File: src/rtl/m32b_8b_pkg.sv
// Shared constants, state encoding and byte-select helper for the
// 32-bit <-> 8-bit width converters (m32b_8b and m8b_32b).
package m32b_8b_pkg;

  localparam int WORD_W = 32;
  localparam int BYTE_W = 8;
  localparam int BYTES  = 4;
  localparam int CNT_W  = 2;

  typedef enum logic {
    IDLE = 1'b0,
    SEND = 1'b1
  } state_t;

  // Byte idx of a word, MSB first: idx 0 is bits [31:24].
  function automatic logic [BYTE_W-1:0] word_byte(input logic [WORD_W-1:0] w,
                                                   input logic [CNT_W-1:0]  idx);
    logic [BYTE_W-1:0] b;
    case (idx)
      2'd0:    b = w[31:24];
      2'd1:    b = w[23:16];
      2'd2:    b = w[15:8];
      default: b = w[7:0];
    endcase
    return b;
  endfunction

endpackage

File: src/rtl/m32b_8b_hold.sv
// One-word holding register for m32b_8b: catches a word offered while the
// serializer is mid-word and backpressures the source until it is consumed.
module m32b_8b_hold
  import m32b_8b_pkg::*;
(
  input  logic              clk_4f,
  input  logic              reset,
  input  logic              load,
  input  logic              take,
  input  logic [WORD_W-1:0] data_in,
  output logic [WORD_W-1:0] pend_data,
  output logic              pend_v,
  output logic              ready_in
);

  // Pending flag and word; load and take are mutually exclusive because a
  // load needs ready_in=1 while a take needs pend_v=1.
  always_ff @(posedge clk_4f) begin
    if (reset) begin
      pend_v    <= 1'b0;
      pend_data <= '0;
    end else if (load) begin
      pend_v    <= 1'b1;
      pend_data <= data_in;
    end else if (take) begin
      pend_v    <= 1'b0;
    end
  end

  assign ready_in = ~pend_v;

endmodule

File: src/rtl/m32b_8b.sv
// 32-bit to 8-bit serializer, MSB byte first, one byte per clk_4f cycle.
//
//   state | meaning
//   ------+-----------------------------------------------------------
//   IDLE  | no word in flight; data_out=00, valid_out=0
//   SEND  | emitting word_q; cnt_q is the next byte index, 0 = last-byte
//         | edge where a pending or bypassed word is chained in
module m32b_8b
  import m32b_8b_pkg::*;
#(
  parameter int BYTES = m32b_8b_pkg::BYTES
) (
  input  logic              clk_4f,
  input  logic              reset,
  input  logic [WORD_W-1:0] data_in,
  input  logic              valid_in,
  output logic              ready_in,
  output logic [BYTE_W-1:0] data_out,
  output logic              valid_out
);

  localparam logic [CNT_W-1:0] LAST_IDX = CNT_W'(BYTES - 1);

  state_t            state_q, state_d;
  logic [CNT_W-1:0]  cnt_q, cnt_d;
  logic [WORD_W-1:0] word_q, word_d;
  logic [BYTE_W-1:0] data_d;
  logic              valid_d;
  logic              transfer;
  logic              hold_load;
  logic              hold_take;
  logic [WORD_W-1:0] pend_data;
  logic              pend_v;

  assign transfer = valid_in & ready_in;

  m32b_8b_hold u_hold (
    .clk_4f    (clk_4f),
    .reset     (reset),
    .load      (hold_load),
    .take      (hold_take),
    .data_in   (data_in),
    .pend_data (pend_data),
    .pend_v    (pend_v),
    .ready_in  (ready_in)
  );

  // State register together with the registered byte outputs.
  always_ff @(posedge clk_4f) begin
    if (reset) begin
      state_q   <= IDLE;
      cnt_q     <= '0;
      word_q    <= '0;
      data_out  <= '0;
      valid_out <= 1'b0;
    end else begin
      state_q   <= state_d;
      cnt_q     <= cnt_d;
      word_q    <= word_d;
      data_out  <= data_d;
      valid_out <= valid_d;
    end
  end

  // Next state, byte counter, current word and next output byte.
  always_comb begin
    state_d = state_q;
    cnt_d   = cnt_q;
    word_d  = word_q;
    data_d  = '0;
    valid_d = 1'b0;
    case (state_q)
      IDLE: begin
        if (transfer) begin
          word_d  = data_in;
          data_d  = word_byte(data_in, 2'd0);
          valid_d = 1'b1;
          cnt_d   = 2'd1;
          state_d = SEND;
        end
      end
      SEND: begin
        if (cnt_q != 2'd0) begin
          data_d  = word_byte(word_q, cnt_q);
          valid_d = 1'b1;
          cnt_d   = (cnt_q == LAST_IDX) ? 2'd0 : cnt_q + 2'd1;
        end else if (pend_v) begin
          word_d  = pend_data;
          data_d  = word_byte(pend_data, 2'd0);
          valid_d = 1'b1;
          cnt_d   = 2'd1;
        end else if (transfer) begin
          word_d  = data_in;
          data_d  = word_byte(data_in, 2'd0);
          valid_d = 1'b1;
          cnt_d   = 2'd1;
        end else begin
          cnt_d   = 2'd0;
          state_d = IDLE;
        end
      end
      default: state_d = IDLE;
    endcase
  end

  // Holding-register controls: park a word offered mid-word, release it on
  // the last-byte edge.
  always_comb begin
    hold_load = 1'b0;
    hold_take = 1'b0;
    if (state_q == SEND) begin
      hold_load = transfer && (cnt_q != 2'd0);
      hold_take = pend_v && (cnt_q == 2'd0);
    end
  end

endmodule

File: config.mk
export PLATFORM = sky130hd
export DESIGN_NAME = m32b_8b
export DESIGN_NICKNAME = d
export VERILOG_FILES = /design/src/rtl/m32b_8b_pkg.sv /design/src/rtl/m32b_8b_hold.sv /design/src/rtl/m32b_8b.sv
export SDC_FILE = /design/constraint.sdc
export NUM_CORES = 1
export LEC_CHECK = 0
export BUFFER_PORTS_ARGS = -buffer_cell sky130_fd_sc_hd__buf_2
export CAP_MARGIN = 20
export CORE_ASPECT_RATIO = 1.75
export CORE_MARGIN = 2
export CORE_UTILIZATION = 50
export DETAILED_ROUTE_END_ITERATION = 10
export PLACE_DENSITY = 0.81
export REMOVE_ABC_BUFFERS = 1
export SLEW_MARGIN = 15
export SYNTH_ARGS = -nofsm -noshare
export SYNTH_HDL_FRONTEND = slang
export SYNTH_SLANG_ARGS = --single-unit
export TNS_END_PERCENT = 1
File: constraint.sdc
create_clock -name clk_4f -period 1.7 [get_ports clk_4f]
set_clock_uncertainty 0.05 [all_clocks]
set_input_delay 0.17 -clock clk_4f [delete_from_list [all_inputs] [get_ports clk_4f]]
set_output_delay 0.17 -clock clk_4f [all_outputs]
set_load 0.03 [all_outputs]
==> impl_results.md <==
* GRT overflow at 0
* Pre-CTS WS at -0.00429 ns
* Share of the cycle needed by the critical path after routing at 0.951
* Routed len/inst at 17.0 um
* Syn_area_per_cell at 9.12 um2
* ANT nets after route at 0
* Final hold viol count at 0
* Area of the core at 5880 um2
* Mapped Cells at 335
* IO Port Bufs at 44
* Cell variety after synth at 30
* Clock Pin Slew Worst Setup and Hold Paths at 0.07 ns
* Ys async rst share at 0
* Final GP Congestion at 0.825
* Clock buffer depth at 2
* Vias per cell at 5.91
* Worst min-delay path class: input pin to flop
* Latest clock arrival within the worst-skew pair at 0.35 ns
* Routed WL at 7.77 mm
* Largest net degree at the start of global routing at 49
* Worst vdd ir at 684 uV
* Share of layout cells above drive strength 1 at 0.279
* CP Class: flop to flop
* Num CTS Buffers at 9
* First-pass GRT wire length at 12.0 mm
* Setup violators final at 0
* Min-delay src: data_in[31]
* Post-CTS Hold Buffers at 0
* WP data required at 1.93 ns
* CTS root buffer: clkbuf_8
* Die area at 6780 um2
* DRC Markers at 0
* Leak at 1.34 nW
* Drt initial violations at 167
* WP data arrival at 1.85 ns
* Slew HR at 0.615
* Seq/Total Area, Yosys at 0.446
* H-tree depth at 3
* Power per cell area at 989 nW/um2
* CTS tree: yes
* Diode count at 0
* Worst r2r src: cnt_q[1]
* Post-DP HPWL at 4.88 mm
* Nets at 415
* Seq cells post-synth at 68
* Post-layout minimum cycle time at 1.62 ns
* Max Cap Viol at 0
* Tot GR Track Use at 0.231
* Highest clock rate at 619 MHz
* Setup TNS at 0 ns
* Status: complete, no violations
* Die width at 63.1 um
* Filler cell count at 507
* Vias at 2708
* Initial antenna violation count at 0
* DRT Pass-1 Iters at 7
* Critical path capture point type: flop
* I/O pin count at 45
* Critical path startpoint category: flop
* Vias in the first global route at 2607
* Max FO, Critical Path at 7
* Worst hold slack at 0.0207 ns
* Worst Tran Pin Value at 0.578 ns
* Synth Flop Type: dfxtp_1
* Initial Utilization at 0.520
* Area Overhead vs Synth at 18.7%
* Chip Height at 107 um
* Crit. Startpoint: cnt_q[1]
* Row cnt at 37
* Synth Warn # at 0
* # clock sinks at 68
* Cell Area, Synth at 3060 um2
* Number of flops mapped to enable cells by yosys at 0
* Worst setup margin at 0.0841 ns
* Slew Limit Fails at 0
[cell usage after synthesis (2+ instances only)]
library cell   n  area share
o21ai_0        2      0.0033
inv_1         29       0.036
buf_4          5       0.012
o32ai_1       17       0.049
a32oi_1        8       0.023
nand2b_1       2      0.0041
nand2_1       65       0.080
buf_6         10       0.037
o32ai_2        7       0.037
a211o_1        8       0.023
buf_1          2      0.0025
a211oi_1      17       0.042
buf_2          9       0.015
a211oi_2       8       0.033
ha_1           5       0.020
a221oi_1       8       0.023
dfxtp_1       68        0.45
clkbuf_1      11       0.014
a21oi_1       43       0.070
[layout by cell type, fill, tap and decap left out, types with 2 or more instances in the layout]
cell / count
a211o_1: 8
a211oi_1: 17
a211oi_2: 8
a21oi_1: 41
a21oi_2: 2
a221oi_1: 8
a32oi_1: 8
buf_12: 3
buf_2: 44
buf_4: 11
buf_6: 4
buf_8: 2
clkbuf_1: 2
clkbuf_16: 2
clkbuf_8: 14
dfxtp_1: 66
dfxtp_2: 2
ha_1: 4
inv_1: 27
inv_2: 2
nand2_1: 65
o21ai_0: 2
o32ai_1: 17
o32ai_2: 7
[sequential cells by signal, summed over array words and instances (netlist names)]
name	flops
cnt_q	2
data_out	8
state_q	1
u_hold.pend_data	32
u_hold.pend_v	1
word_q	24
[critical path, stage by stage, from the launching register on]
cell and delay (ns):
dfxtp_2 0.37, inv_2 0.07, ha_4 0.16, buf_6 0.12, and4bb_4 0.41, clkbuf_16 0.18, nand2_1 0.06, a21oi_1 0.13
[layer usage]
metal	routed length [um]	track usage	vias up
met5	0	0	-
met4	286	0.135	0
met3	360	0.0554	22
met2	4190	0.403	90
met1	2930	0.252	1318
li1	-	-	1278
[logic make-up (layout without fill, tap and decap cells)]
kind of cell | after synthesis | count (layout) | synth area share
multiplexers | 1 | 1 | 0.00450
flip-flops | 68 | 68 | 0.446
buffers and inverters | 66 | 111 | 0.115
AND/OR/NAND/NOR | 76 | 76 | 0.108
AO/OA/AOI/OAI | 119 | 119 | 0.306
adder cells (fa/ha/maj) | 5 | 5 | 0.0205
[metrics by stage]
| step | instances | utilization | instance area (um2) | power (W) |
|---|---|---|---|---|
| floorplan | 298 | - | 2810 | 0.00205 |
| global placement | 438 | 0.562 | 3300 | 0.00226 |
| detailed placement | 438 | 0.562 | 3300 | 0.00228 |
| CTS | 454 | 0.596 | 3500 | 0.00357 |
| global route | 458 | 0.617 | 3630 | 0.00374 |
| finish | 458 | 0.617 | 3630 | 0.00359 |
[where the power goes]
part | internal, W | switching [W] | total (W)
combinational | 0.000232 | 0.000312 | 0.000545
sequential | 0.00169 | 0.0000541 | 0.00174
clock | 0.000731 | 0.000568 | 0.00130
total | 0.00265 | 0.000934 | 0.00359
[layout make-up]
class,instances,area (um2),share of cell area
clock buffer,16,200,0.0552
tap,78,97.6,0.0269
inverter,29,109,0.0300
timing repair buffer,66,488,0.135
sequential,68,1360,0.376
multi-input combinational,201,1370,0.377
[what timing repair did]
action                                  4_1_cts  5_1_grt
cloned                                        0        3
endpoints found under the setup margin       10       64
pin swaps                                     0        2
hold endpoints to repair                      0        0
buffers inserted                              0        1
gates resized for setup                       0       21
[path summary, 6_finish.rpt]
kind,cells after the start,slack [ns],to
worst max register to register,7,0.08,u_hold.pend_data[12]
worst min-delay path,3,0.02,u_hold.pend_data[31]
worst max-delay path,7,0.08,u_hold.pend_data[12]
worst min register to register,2,0.41,u_hold.pend_data[28]
No activity file was read; power rests on OpenSTA's default activity.
